`config.mk`:
```
export PLATFORM = sky130hd
export DESIGN_NAME = dcf77_decoder
export DESIGN_NICKNAME = d
export VERILOG_FILES = /design/src/rtl/dcf77_pkg.sv /design/src/rtl/dcf77_pulse_timer.sv /design/src/rtl/dcf77_decoder.sv
export SDC_FILE = /design/constraint.sdc
export NUM_CORES = 1
export LEC_CHECK = 0
export ABC_AREA = 1
export CAP_MARGIN = 20
export CORE_MARGIN = 1.5
export CORE_UTILIZATION = 33
export CTS_BUF_LIST = sky130_fd_sc_hd__clkbuf_4 sky130_fd_sc_hd__clkbuf_8
export DETAILED_ROUTE_END_ITERATION = 8
export PLACE_DENSITY_LB_ADDON = 0.2
export SLEW_MARGIN = 20
export SYNTH_ARGS = -nofsm -noshare
export SYNTH_HDL_FRONTEND = slang
export SYNTH_SLANG_ARGS = --single-unit
```
`constraint.sdc`:
```
create_clock -name clk -period 3.5 [get_ports clk]
set_input_delay 0.7 -clock clk [delete_from_list [all_inputs] [get_ports clk]]
set_output_delay 0.7 -clock clk [all_outputs]
set_load 0.03 [all_outputs]
```
`src/rtl/dcf77_pkg.sv`:
```
// Shared DCF77 definitions: tick thresholds, frame bit positions and the
// layout of the 44-bit BCD time-and-date word consumed by the time-and-date clock.
package dcf77_pkg;

  // Tick counter sizing; the counter saturates at TICK_MAX.
  localparam int              TICK_W     = 8;
  localparam logic [TICK_W-1:0] TICK_MAX = '1;

  // Pulse/gap thresholds in 10 ms ticks.
  localparam logic [TICK_W-1:0] PULSE_MIN  = 8'd5;
  localparam logic [TICK_W-1:0] PULSE_ONE  = 8'd15;
  localparam logic [TICK_W-1:0] PULSE_MAX  = 8'd25;
  localparam logic [TICK_W-1:0] GAP_MARKER = 8'd150;
  localparam logic [TICK_W-1:0] GAP_LOST   = 8'd250;

  // Frame geometry.
  localparam int         FRAME_BITS   = 59;
  localparam logic [5:0] LAST_BIT_CNT = 6'd59;

  // Bit positions inside the received frame (LSB-first BCD).
  localparam int START_POS    = 20;
  localparam int MIN_U_POS    = 21;
  localparam int MIN_T_POS    = 25;
  localparam int MIN_PAR_POS  = 28;
  localparam int HOUR_U_POS   = 29;
  localparam int HOUR_T_POS   = 33;
  localparam int HOUR_PAR_POS = 35;
  localparam int DAY_U_POS    = 36;
  localparam int DAY_T_POS    = 40;
  localparam int WDAY_POS     = 42;
  localparam int MON_U_POS    = 45;
  localparam int MON_T_POS    = 49;
  localparam int YEAR_U_POS   = 50;
  localparam int YEAR_T_POS   = 54;
  localparam int DATE_PAR_POS = 58;

  // Offsets inside the time-and-date word.
  localparam int TD_W        = 44;
  localparam int OUT_SEC_U   = 0;
  localparam int OUT_SEC_T   = 4;
  localparam int OUT_MIN_U   = 7;
  localparam int OUT_MIN_T   = 11;
  localparam int OUT_HOUR_U  = 14;
  localparam int OUT_HOUR_T  = 18;
  localparam int OUT_DAY_T   = 20;
  localparam int OUT_DAY_U   = 22;
  localparam int OUT_MON_T   = 26;
  localparam int OUT_MON_U   = 27;
  localparam int OUT_YEAR_T  = 31;
  localparam int OUT_YEAR_U  = 35;
  localparam int OUT_WDAY    = 39;

  typedef enum logic [1:0] {
    WAIT_SYNC = 2'd0,
    GAP       = 2'd1,
    PULSE     = 2'd2
  } dcfState_t;

  typedef enum logic [1:0] {
    PC_GLITCH   = 2'd0,
    PC_ZERO     = 2'd1,
    PC_ONE      = 2'd2,
    PC_TOO_LONG = 2'd3
  } pulseClass_t;

  function automatic logic bcdOk(input logic [3:0] digit);
    return digit <= 4'd9;
  endfunction

  // Maps a captured frame onto the time-and-date word; seconds are always 00
  // because the load happens on the rising edge that starts second zero.
  function automatic logic [TD_W-1:0] frameToTd(input logic [FRAME_BITS-1:0] f);
    logic [TD_W-1:0] td;
    td = '0;
    td[OUT_SEC_U  +: 4] = 4'd0;
    td[OUT_SEC_T  +: 3] = 3'd0;
    td[OUT_MIN_U  +: 4] = f[MIN_U_POS  +: 4];
    td[OUT_MIN_T  +: 3] = f[MIN_T_POS  +: 3];
    td[OUT_HOUR_U +: 4] = f[HOUR_U_POS +: 4];
    td[OUT_HOUR_T +: 2] = f[HOUR_T_POS +: 2];
    td[OUT_DAY_U  +: 4] = f[DAY_U_POS  +: 4];
    td[OUT_DAY_T  +: 2] = f[DAY_T_POS  +: 2];
    td[OUT_WDAY   +: 3] = f[WDAY_POS   +: 3];
    td[OUT_MON_U  +: 4] = f[MON_U_POS  +: 4];
    td[OUT_MON_T]       = f[MON_T_POS];
    td[OUT_YEAR_U +: 4] = f[YEAR_U_POS +: 4];
    td[OUT_YEAR_T +: 4] = f[YEAR_T_POS +: 4];
    return td;
  endfunction

endpackage

```
`src/rtl/dcf77_pulse_timer.sv`:
```
// Measures the interval since the last signal edge in 10 ms ticks and
// classifies it as a pulse length or a gap length.
module dcf77_pulse_timer
  import dcf77_pkg::*;
(
  input  logic        clk,
  input  logic        nReset,
  input  logic        clkEn100Hz,
  input  logic        edgeSeen,
  output pulseClass_t pulseClass,
  output logic        markerArmed,
  output logic        signalLost,
  output logic        pulseTooLong
);

  logic [TICK_W-1:0] tickCnt;

  // An edge starts a new interval; a tick in the same clk already belongs to it.
  always_ff @(posedge clk or negedge nReset) begin
    if (!nReset) begin
      tickCnt <= '0;
    end else if (edgeSeen) begin
      tickCnt <= {{(TICK_W-1){1'b0}}, clkEn100Hz};
    end else if (clkEn100Hz && (tickCnt != TICK_MAX)) begin
      tickCnt <= tickCnt + 8'd1;
    end
  end

  always_comb begin
    pulseClass = PC_TOO_LONG;
    if (tickCnt < PULSE_MIN) begin
      pulseClass = PC_GLITCH;
    end else if (tickCnt < PULSE_ONE) begin
      pulseClass = PC_ZERO;
    end else if (tickCnt <= PULSE_MAX) begin
      pulseClass = PC_ONE;
    end
  end

  assign markerArmed  = (tickCnt >= GAP_MARKER);
  assign signalLost   = (tickCnt >= GAP_LOST);
  assign pulseTooLong = (tickCnt > PULSE_MAX);

endmodule

```
`src/rtl/dcf77_decoder.sv`:
```
// DCF77 frame decoder: synchronizes the receiver output, captures the 59 bits
// of a minute, checks the frame and loads the time-and-date clock on the marker.
module dcf77_decoder
  import dcf77_pkg::*;
(
  input  logic            clk,
  input  logic            nReset,
  input  logic            clkEn100Hz,
  input  logic            dcfSignal_in,
  output logic [TD_W-1:0] timeAndDate_Out,
  output logic            setTimeAndDate_out,
  output logic            synced_out,
  output logic            dcfError_out,
  output dcfState_t       stateDbg
);

  logic                  sync1;
  logic                  sync2;
  logic                  sigPrev;
  logic                  rise;
  logic                  fall;
  logic                  edgeSeen;
  dcfState_t             state;
  logic [5:0]            bitCnt;
  logic [FRAME_BITS-1:0] frameBits;
  logic                  frameValid;
  pulseClass_t           pulseClass;
  logic                  markerArmed;
  logic                  signalLost;
  logic                  pulseTooLong;

  always_ff @(posedge clk or negedge nReset) begin
    if (!nReset) begin
      sync1   <= 1'b0;
      sync2   <= 1'b0;
      sigPrev <= 1'b0;
    end else begin
      sync1   <= dcfSignal_in;
      sync2   <= sync1;
      sigPrev <= sync2;
    end
  end

  assign rise     = sync2 & ~sigPrev;
  assign fall     = ~sync2 & sigPrev;
  assign edgeSeen = rise | fall;

  dcf77_pulse_timer u_pulseTimer (
    .clk          (clk),
    .nReset       (nReset),
    .clkEn100Hz   (clkEn100Hz),
    .edgeSeen     (edgeSeen),
    .pulseClass   (pulseClass),
    .markerArmed  (markerArmed),
    .signalLost   (signalLost),
    .pulseTooLong (pulseTooLong)
  );

  // Frame acceptance: complete minute, start-of-time bit set, three even
  // parity groups, and every four-bit BCD digit in range.
  assign frameValid = (bitCnt == LAST_BIT_CNT)
                   && frameBits[START_POS]
                   && !(^frameBits[MIN_PAR_POS:MIN_U_POS])
                   && !(^frameBits[HOUR_PAR_POS:HOUR_U_POS])
                   && !(^frameBits[DATE_PAR_POS:DAY_U_POS])
                   && bcdOk(frameBits[MIN_U_POS  +: 4])
                   && bcdOk(frameBits[HOUR_U_POS +: 4])
                   && bcdOk(frameBits[DAY_U_POS  +: 4])
                   && bcdOk(frameBits[MON_U_POS  +: 4])
                   && bcdOk(frameBits[YEAR_U_POS +: 4])
                   && bcdOk(frameBits[YEAR_T_POS +: 4]);

  // setTimeAndDate_out is a one-clk strobe; timeAndDate_Out is stable from the
  // strobe cycle until the next accepted frame, so the clock may sample either.
  always_ff @(posedge clk or negedge nReset) begin
    if (!nReset) begin
      state              <= WAIT_SYNC;
      bitCnt             <= '0;
      frameBits          <= '0;
      timeAndDate_Out    <= '0;
      setTimeAndDate_out <= 1'b0;
      synced_out         <= 1'b0;
      dcfError_out       <= 1'b0;
    end else begin
      setTimeAndDate_out <= 1'b0;
      case (state)
        WAIT_SYNC: begin
          if (rise && markerArmed) begin
            state      <= PULSE;
            bitCnt     <= '0;
            synced_out <= 1'b1;
          end
        end

        GAP: begin
          if (rise) begin
            state <= PULSE;
            if (markerArmed) begin
              bitCnt <= '0;
              if (frameValid) begin
                timeAndDate_Out    <= frameToTd(frameBits);
                setTimeAndDate_out <= 1'b1;
                dcfError_out       <= 1'b0;
                synced_out         <= 1'b1;
              end else begin
                dcfError_out <= 1'b1;
              end
            end
          end else if (signalLost) begin
            state        <= WAIT_SYNC;
            dcfError_out <= 1'b1;
            synced_out   <= 1'b0;
          end
        end

        PULSE: begin
          if (fall) begin
            case (pulseClass)
              PC_GLITCH: begin
                state <= GAP;
              end
              PC_ZERO, PC_ONE: begin
                if (bitCnt == LAST_BIT_CNT) begin
                  state        <= WAIT_SYNC;
                  dcfError_out <= 1'b1;
                  synced_out   <= 1'b0;
                end else begin
                  frameBits[bitCnt] <= (pulseClass == PC_ONE);
                  bitCnt            <= bitCnt + 6'd1;
                  state             <= GAP;
                end
              end
              default: begin
                state        <= WAIT_SYNC;
                dcfError_out <= 1'b1;
                synced_out   <= 1'b0;
              end
            endcase
          end else if (pulseTooLong) begin
            state        <= WAIT_SYNC;
            dcfError_out <= 1'b1;
            synced_out   <= 1'b0;
          end
        end

        default: begin
          state <= WAIT_SYNC;
        end
      endcase
    end
  end

  assign stateDbg = state;

endmodule

```
==> impl_metrics.py, run 1 <==
metrics = {
    "run_status": {
        "status": "finished, final reports clean",
    },
    "worst_setup_path": {
        "crit_path_start_kind": "flop",
        "crit_path_end_kind": "flop",
        "crit_chain": "inv_1 > ha_1 > o21ai_0 > a31oi_1 > nand2_1 > o21ai_0 > inv_1 > ha_1 > inv_1 > nor2_1 > nand2_1 > inv_1 > nand2_1 > nor2_1 > nor2_1 > a21oi_1",
        "critPathSlowestCell": "dfrtp_1",
        "r2r-start": "u_pulseTimer.tickCnt[0]",
        "r2r-end": "frameBits[32]",
        "critPathArrivalTime_ns": 3.22,
        "cpMostUsedCell": "inv_1",
        "r2r_cells": 16,
        "critical_path_class": "flop to flop",
        "worstPathMaxFanout": 7,
        "required_ns": 3.81,
        "r2r_slack_ns": 0.59,
        "max_stage_delay_ns": 0.42,
    },
    "pwr": {
        "p_int_mw": 1.468,
        "seq_power_share_pct": 57.5,
        "switching_share_pct": 24.78,
        "peakVddDrop_uv": 174.4,
        "clock_power_share_pct": 38.6,
        "power_density_nw_per_um2": 313.1,
        "power.leakage_nw": 3.067,
        "power.switching_mw": 0.4839,
        "comb_power_share_pct": 3.9,
    },
    "layout": {
        "layout.nets": 782,
        "area.growth.synth_to_final_pct": 14.26,
        "design_area_sq_um": 6235,
        "most-common-layout-cells": "191 x nand2_1, 96 x dfrtp_1, 87 x inv_1, 79 x nor2_1, 46 x a21oi_1",
        "final_common_cell": "nand2_1",
        "antenna_cells": 0,
        "drive_gt1_share_pct": 4.144,
        "nFillCells": 1694,
    },
    "drt": {
        "wl_per_cell_um": 13.47,
        "wl_um": 12980,
        "drt_pass1_iterations": 4,
        "vias_per_cell": 4.714,
        "antenna_left": 0,
        "drt_first_iter_violations": 248,
        "drcViolationCount": 0,
        "vias": 4544,
    },
    "timing": {
        "whs_ns": 0.3274,
        "hold_violations": 0,
        "post-route-period-util_pct": 83.19,
        "fin_ws_ns": 0.5884,
        "max_slew.worst_pin.slew_ns": 0.9544,
        "tns_ns": 0,
        "slew_viol_final": 0,
        "slew_headroom_pct": 35.88,
        "clock.fmax_ghz": 0.3435,
        "clock_skew_ns": 0.01266,
        "fin_crit_ns": 2.912,
        "setup_violations": 0,
        "rsz0062_at_grt": "no",
    },
    "placed_design": {
        "postPlaceCellArea_sq_um": 6035,
        "gp_congestion": 0.8700,
        "place_ws_ns": 0.6119,
        "dp_hpwl_um": 9602,
        "port_buffers": 43,
    },
    "floorplanning": {
        "placementRows": 46,
        "core_region_area_sq_um": 16000,
        "die_x_um": 131.6,
        "fp.dieH_um": 131.6,
        "fp.dieArea_sq_um": 17310,
        "ioPinCount": 53,
        "initial_core_util_pct": 34.10,
    },
    "clocking": {
        "cts_tree": "yes",
        "post_cts_buffers": 0,
        "cts_buffers": 9,
        "cts.hold.buffers_added": 0,
        "clock_path_buffers": 2,
        "path_clk_slew_ns": 0.10,
        "cts_max_level": 3,
        "clock_sinks": 96,
        "clk_latency_ns": 0.38,
        "cts-resized-gates": 0,
        "cts-root-buf": "clkbuf_8",
    },
    "global_route": {
        "grt-ovfl-total": 0,
        "grt_max_degree": 53,
        "grt_pass1_vias": 4437,
        "antenna_found_initial": 0,
        "grt_pass1_wl_um": 22180,
        "grt_usage_pct": 15.91,
    },
    "min_path": {
        "hold_path.class": "input port to asynchronous set/reset pin",
    },
    "synth": {
        "postSynthAreaPerCell_sq_um": 7.740,
        "synth_top_area_cell": "dfrtp_1",
        "synth_top_cells_by_area": "dfrtp_1 44%, nand2_1 13%, ha_1 8.0%",
        "yosys_register_bits": 96,
        "seq_area_frac_synth_pct": 44.03,
        "netlist.area_leader.share_pct": 44.03,
        "syn-instance-count": 705,
        "ys_warn_count": 0,
        "synth_cell_types": 30,
        "synth_area_sq_um": 5456,
    },
    "flow_run": {
        "maxCapViolCount": 0,
    },
}
how the worst max path moves through the flow:
stage,start,end,cells after the start
5_1_grt,u_pulseTimer.tickCnt[1],frameBits[44],16
2_1_floorplan,u_pulseTimer.tickCnt[0],frameBits[41],17
6_report,u_pulseTimer.tickCnt[0],frameBits[32],16
4_1_cts,u_pulseTimer.tickCnt[0],frameBits[32],16
3_5_place_dp,u_pulseTimer.tickCnt[0],frameBits[32],16
3_3_place_gp,u_pulseTimer.tickCnt[0],frameBits[32],16
through the flow:
step / power (mW) / util, % / instances
2_1_floorplan: 1.192 / - / 713
3_3_place_gp: 1.219 / 37.71 / 948
3_5_place_dp: 1.223 / 37.71 / 948
4_1_cts: 1.991 / 38.97 / 964
5_1_grt: 2.042 / 38.97 / 964
6_report: 1.952 / 38.97 / 964
registers in the layout (all words and copies together), names as in the netlist:
register and flops:
sigPrev 1, u_pulseTimer.tickCnt 8, sync1 1, stateDbg 2
synced_out 1, dcfError_out 1, timeAndDate_Out 35, setTimeAndDate_out 1
frameBits 39, bitCnt 6, sync2 1
critical path, delay by kind of cell (launching register included):
family / cells / cell delay, ns
AOI/OAI and AO/OA: 4 / 0.60
adders and majority gates: 2 / 0.45
buffers and inverters: 4 / 0.47
DFF: 1 / 0.42
and+or+nand+nor: 6 / 0.88
cells by family (layout without fill, tap and decap cells):
group,Yosys count,in the layout,synth area share (%)
compound gates,93,93,9.218
flops,96,96,44.03
xor+xnor,9,9,1.445
other cells,1,9,0.06873
buf+inv,120,155,9.837
simple gates,351,351,27.38
fa+ha+maj,35,35,8.026
routing by layer:
metal  track usage [%]  share of wire [%]  up-vias
met2             24.68                 45       85
met1             21.51                 49     2112
li1                  -                  -     2330
met3             3.434                3.6       17
met5                 0                  0        -
met4             6.543                2.0        0
synth_stat cells, drive strengths merged:
master / count
a211oi: 1
a21boi: 2
a21oi: 46
a31oi: 18
and2: 1
and3: 1
buf: 24
clkbuf: 7
conb: 1
dfrtp: 96
ha: 35
inv: 89
nand2: 191
nand3: 22
nand4: 41
nor2: 81
nor3: 13
o211ai: 2
o21ai: 23
o21bai: 1
or2: 1
xnor2: 5
xor2: 4
layout make-up:
type / count / area (sq um) / area share, %
inverter: 89 / 334.1 / 5.358
timing repair buffer: 50 / 480.5 / 7.706
tap: 216 / 270.3 / 4.335
sequential: 96 / 2402 / 38.53
clock buffer: 9 / 123.9 / 1.987
multi-input combinational: 497 / 2547 / 40.86
clock inverter: 7 / 76.32 / 1.224
power groups by stage:
stage | Combinational (mW) | Sequential [mW] | Clock (mW)
CTS | 0.0785 | 1.12 | 0.790
global route | 0.0878 | 1.12 | 0.830
detailed placement | 0.0782 | 1.14 | 0
finish | 0.0757 | 1.12 | 0.754
floorplan | 0.0490 | 1.14 | 0
global placement | 0.0756 | 1.14 | 0
Power figures use the tool's default switching activity.
==> run 2, diff against run 1 <==
Clock period 3.5 ns to 3 ns, I/O delays scaled along.
==> run 2 against run 1 <==
Clock power rose by 4.5%; worst hold slack got worse by 0.067 ns; sequential share of layout area fell by 0.30 points; maximum frequency rose by 8.5%; cell area rose by 0.78%; sequential power rose by 17%; die area did not move; total power rose by 12%; clock skew rose by 0.0015 ns; non-clock buffer count rose by 5; sequential cell count did not move; largest cell class unchanged; largest power group unchanged.
==> impl_metrics.py, run 2 (same netlist as run 1, synthesis figures left out) <==
metrics = {
    "run_status": {
        "status": "finished, final reports clean",
    },
    "floorplanning": {
        "fp.dieH_um": 131.6,
        "core_region_area_sq_um": 16000,
        "placementRows": 46,
        "initial_core_util_pct": 34.10,
        "fp.dieArea_sq_um": 17310,
        "die_x_um": 131.6,
        "ioPinCount": 53,
    },
    "worst_setup_path": {
        "crit_path_end_kind": "flop",
        "critical_path_class": "flop to flop",
        "worstPathMaxFanout": 7,
        "required_ns": 3.30,
        "critPathArrivalTime_ns": 2.99,
        "r2r-start": "u_pulseTimer.tickCnt[1]",
        "crit_path_start_kind": "flop",
        "cp-startpoint": "u_pulseTimer.tickCnt[1]",
    },
    "timing": {
        "tns_ns": 0,
        "rsz0062_at_grt": "no",
        "clock.fmax_ghz": 0.3727,
        "max_slew.worst_pin.slew_ns": 0.7435,
        "fin_crit_ns": 2.683,
        "post-route-period-util_pct": 89.43,
        "hold_violations": 0,
        "whs_ns": 0.2606,
        "setup_violations": 0,
        "slew_viol_final": 0,
        "clock_skew_ns": 0.01421,
        "slew_headroom_pct": 50.43,
    },
    "global_route": {
        "grt_usage_pct": 16.26,
        "grt-ovfl-total": 0,
        "grt_max_degree": 57,
        "antenna_found_initial": 0,
        "grt_pass1_vias": 4482,
        "grt_pass1_wl_um": 22640,
    },
    "pwr": {
        "peakVddDrop_uv": 309.1,
        "power_density_nw_per_um2": 348.6,
        "p_int_mw": 1.636,
        "clock_power_share_pct": 36.0,
        "switching_share_pct": 25.32,
        "seq_power_share_pct": 59.8,
        "power.leakage_nw": 3.078,
        "power.switching_mw": 0.5546,
        "comb_power_share_pct": 4.2,
    },
    "layout": {
        "largest_registers": "frameBits (39), timeAndDate_Out (35), u_pulseTimer.tickCnt (8)",
        "drive_gt1_share_pct": 5.836,
        "largest_register_ffs": 39,
        "antenna_cells": 0,
        "most-common-layout-cells": "188 x nand2_1, 96 x dfrtp_1, 85 x inv_1, 77 x nor2_1, 46 x a21oi_1",
        "layout.nets": 788,
        "final_cells": 970,
        "finish.utilization_pct": 39.27,
        "max_flop_register": "frameBits",
        "final_common_cell": "nand2_1",
        "area.growth.synth_to_final_pct": 15.16,
    },
    "drt": {
        "vias": 4635,
        "wl_per_cell_um": 13.72,
        "vias_per_cell": 4.778,
        "drcViolationCount": 0,
        "drt_pass1_iterations": 7,
        "antenna_left": 0,
        "drt_first_iter_violations": 273,
        "wl_um": 13310,
    },
    "clocking": {
        "clock_path_buffers": 2,
        "cts_tree": "yes",
        "clock_sinks": 96,
        "path_clk_slew_ns": 0.09,
        "cts_max_level": 3,
        "cts_buffers": 9,
        "clk_latency_ns": 0.38,
        "cts-root-buf": "clkbuf_8",
    },
    "placed_design": {
        "port_buffers": 43,
        "place_inst": 951,
        "dp_hpwl_um": 9583,
        "gp_congestion": 0.8208,
    },
    "flow_run": {
        "maxCapViolCount": 0,
    },
    "min_path": {
        "hold_path.class": "input port to asynchronous set/reset pin",
    },
}
[run 2: cell count changes in the layout (fill, tap and decap cells not counted), moves of 2 or more]
cell | previous run | this run
nand2_1 | 191 | 188
inv_1 | 87 | 85
inv_6 | 3 | 0
nor2_1 | 79 | 77
nand2_2 | 0 | 3
clkinv_4 | 0 | 3
buf_4 | 8 | 12
nor2_2 | 2 | 4
[run 2: critical path: stages (launching register included)]
cell and delay, ns:
dfrtp_1 0.42, inv_1 0.13, ha_1 0.18, o21ai_0 0.09, a31oi_1 0.22, nand2_1 0.08
o21ai_1 0.16, inv_1 0.07, ha_1 0.27, inv_1 0.04, nor2_2 0.13, nand2_1 0.09
inv_2 0.15, nand4_1 0.15, inv_1 0.18, a21oi_1 0.08, a31oi_1 0.16
[run 2: metrics by stage]
step | instance area (sq um) | worst slack [ns] | power [mW]
finish | 6284 | 0.3170 | 2.190
global route | 6284 | 0.02453 | 2.302
CTS | 6247 | 0.09479 | 2.239
detailed placement | 6070 | 0.1266 | 1.429
global placement | 6070 | 0.2610 | 1.424
floorplan | 5487 | 0.5411 | 1.391
[run 2: layout make-up]
class                   count  area, sq um
clock inverters             6        46.29
repair inverters            1        5.005
fillers                  1683         9717
flip-flops and latches     96         2402
well taps                 216        270.3
clock buffers              10        131.4
repair buffers             55        530.5
inverters                  89        337.8
multi-input cells         497         2560
[run 2: worst paths after layout]
check | endpoint | slack (ns) | cells after the start
min in group clk | sync2 | 0.36 | 0
max | frameBits[58] | 0.32 | 16
min reg2reg | sync2 | 0.36 | 0
max in group asynchronous | frameBits[39] | 2.04 | 2
max reg2reg | frameBits[58] | 0.32 | 16
min | timeAndDate_Out[34] | 0.26 | 1
[run 2: power by group through the flow]
stage | sequential (mW) | clock, mW | combinational (mW)
after global routing | 1.31 | 0.882 | 0.108
after global placement | 1.33 | 0 | 0.0896
after CTS | 1.31 | 0.835 | 0.0948
after detailed placement | 1.34 | 0 | 0.0942
after floorplan | 1.33 | 0 | 0.0571
final | 1.31 | 0.788 | 0.0928
[run 2: timing repair]
item | in CTS | in global routing
hold buffers | 0 | 0
setup endpoints to repair | 0 | 38
setup buffers | 0 | 2
resized for setup | 0 | 8
[run 2: layer usage]
metal | up-vias | part of all wire (%) | global-route usage [%]
met5 | - | 0 | 0
met4 | 0 | 0.80 | 3.519
met3 | 9 | 4.4 | 4.360
met2 | 107 | 46 | 26.55
met1 | 2158 | 48 | 21.58
li1 | 2361 | - | -
==> run 3, diff against run 2 <==
Settings changed: CELL_PAD_IN_SITES_DETAIL_PLACEMENT from default to 1, CELL_PAD_IN_SITES_GLOBAL_PLACEMENT from default to 1, CTS_CLUSTER_SIZE from default to 28.
==> run 3 against run 2 <==
Utilization is 0.21 points higher; register-to-register slack hardly changed; cell count is 0.21% lower; non-clock buffer count is 1 lower; combinational power is 2% lower; die area stayed put; clock skew is 0.0036 ns lower; via count is 1.6% higher; sequential share of layout area is 0.20 points lower.
==> impl_metrics.py, run 3 (same netlist as run 1, synthesis figures left out) <==
metrics = {
    "drt": {
        "wl_per_cell_um": 15.18,
        "antenna_left": 0,
        "top_layer_used": "met4",
        "drt_pass1_iterations": 4,
        "met1_length_um": 6805,
        "wl_met2_um": 7329,
        "drcViolationCount": 0,
        "vias_per_cell": 4.867,
        "vias": 4711,
        "drt_first_iter_violations": 170,
        "wl_um": 14700,
        "wl_met3_um": 392,
    },
    "worst_setup_path": {
        "critPathArrivalTime_ns": 2.99,
        "critical_path_class": "flop to flop",
        "cp-startpoint": "u_pulseTimer.tickCnt[1]",
        "r2r-start": "u_pulseTimer.tickCnt[1]",
        "crit_path_start_kind": "flop",
        "worstPathMaxFanout": 7,
        "crit_path_end_kind": "flop",
        "required_ns": 3.31,
    },
    "clocking": {
        "clk_latency_ns": 0.38,
        "path_clk_slew_ns": 0.09,
        "cts-root-buf": "clkbuf_8",
        "clock_sinks": 96,
        "cts_max_level": 3,
        "cts.hold.buffers_added": 0,
        "cts_buffers": 9,
        "cts_tree": "yes",
        "clock_path_buffers": 2,
    },
    "timing": {
        "tns_ns": 0,
        "setup_violations": 0,
        "hold_violations": 0,
        "slew_headroom_pct": 53.75,
        "post-route-period-util_pct": 89.20,
        "fin_crit_ns": 2.676,
        "fin_ws_ns": 0.3239,
        "clock.fmax_ghz": 0.3737,
        "slew_viol_final": 0,
        "max_slew.worst_pin.slew_ns": 0.6885,
        "clock_skew_ns": 0.01060,
    },
    "layout": {
        "max_flop_register": "frameBits",
        "finish.utilization_pct": 39.48,
        "largest_registers": "frameBits (39), timeAndDate_Out (35), u_pulseTimer.tickCnt (8)",
        "layout.nets": 787,
        "drive_gt1_share_pct": 5.718,
        "area.growth.synth_to_final_pct": 15.78,
        "most-common-layout-cells": "187 x nand2_1, 96 x dfrtp_1, 85 x inv_1, 77 x nor2_1, 46 x a21oi_1",
        "design_area_sq_um": 6317,
        "largest_register_ffs": 39,
        "final_common_cell": "nand2_1",
        "antenna_cells": 0,
    },
    "global_route": {
        "grt_usage_pct": 17.99,
        "grt_max_degree": 97,
        "antenna_found_initial": 0,
        "grt_pass1_wl_um": 25070,
        "grt-ovfl-total": 0,
        "grt_pass1_vias": 4924,
    },
    "pwr": {
        "power.switching_mw": 0.5229,
        "switching_share_pct": 22.37,
        "comb_power_share_pct": 3.9,
        "power_density_nw_per_um2": 370.1,
        "power.leakage_nw": 3.093,
        "p_int_mw": 1.815,
        "seq_power_share_pct": 56.0,
        "peakVddDrop_uv": 229.0,
        "clock_power_share_pct": 40.1,
    },
    "placed_design": {
        "port_buffers": 43,
        "gp_congestion": 0.8308,
        "place_ws_ns": 0.08848,
        "dp_hpwl_um": 10960,
        "postPlaceCellArea_sq_um": 6077,
    },
    "floorplanning": {
        "fp.dieArea_sq_um": 17310,
        "core_region_area_sq_um": 16000,
        "placementRows": 46,
        "die_x_um": 131.6,
        "fp.dieH_um": 131.6,
        "initial_core_util_pct": 34.10,
        "ioPinCount": 53,
    },
    "run_status": {
        "status": "finished, final reports clean",
    },
    "min_path": {
        "hold_path.class": "input port to asynchronous set/reset pin",
    },
    "flow_run": {
        "maxCapViolCount": 0,
    },
}
-- run 3: changes by cell type in the layout (fill, tap and decap cells not counted) --
cell / delta
clkinvlp_4: -1
buf_4: -1
nand2_1: -1
nand2_2: +1
inv_2: -1
inv_4: +1
clkinv_4: -3
clkinv_2: -1
bufinv_16: +2
clkbuf_4: +2
-- run 3: metrics by stage --
stage | std cells | hold WS [ns] | power [mW]
3_5_place_dp | 952 | 0.3357 | 1.429
2_1_floorplan | 713 | 0.3044 | 1.391
3_3_place_gp | 952 | 0.3442 | 1.424
6_report | 968 | 0.2572 | 2.338
5_1_grt | 968 | 0.2844 | 2.446
4_1_cts | 967 | 0.2707 | 2.389
-- run 3: critical path, cell delays in order, from the launching register on --
cell	delay (ns)
dfrtp_1	0.41
inv_1	0.12
ha_1	0.15
nand4_1	0.09
a31oi_1	0.23
nand2_1	0.07
o21ai_1	0.17
inv_1	0.09
ha_1	0.28
inv_1	0.04
nor2_1	0.16
nand2_1	0.14
inv_4	0.13
nand4_1	0.11
inv_1	0.17
a21oi_1	0.08
a31oi_1	0.15
-- run 3: final cells by class --
class	instances	area, sq um
Clock inverter	3	67.56
Timing Repair Buffer	54	523.0
Sequential cell	96	2402
Inverter	89	340.3
Clock buffer	12	146.4
Fill cell	1982	9683
Multi-Input combinational cell	497	2562
Tap cell	216	270.3
Timing Repair inverter	1	5.005
-- run 3: timing repair --
action | 4_1_cts | 5_1_grt
resized for setup | 0 | 10
endpoints found under the setup margin | 0 | 38
setup buffers | 0 | 0
-- run 3: metal layers --
metal	vias up	track usage, %
li1	2339	-
met1	2305	22.17
met2	56	31.84
met3	11	3.935
met4	0	4.444
met5	-	0
-- run 3: worst paths after layout --
| check | end | slack (ns) | cells after the start |
|---|---|---|---|
| worst max register to register | frameBits[58] | 0.32 | 16 |
| min in group clk | sync2 | 0.36 | 0 |
| worst min register to register | sync2 | 0.36 | 0 |
| worst max-delay path | frameBits[58] | 0.32 | 16 |
| max in group asynchronous | frameBits[37] | 2.35 | 2 |
| worst min-delay path | timeAndDate_Out[34] | 0.26 | 2 |
-- run 3: power groups by stage --
stage | registers, mW | clock network [mW] | logic, mW
3_3_place_gp | 1.33 | 0 | 0.0897
6_report | 1.31 | 0.938 | 0.0909
4_1_cts | 1.31 | 0.985 | 0.0944
5_1_grt | 1.31 | 1.03 | 0.106
2_1_floorplan | 1.33 | 0 | 0.0571
3_5_place_dp | 1.34 | 0 | 0.0940
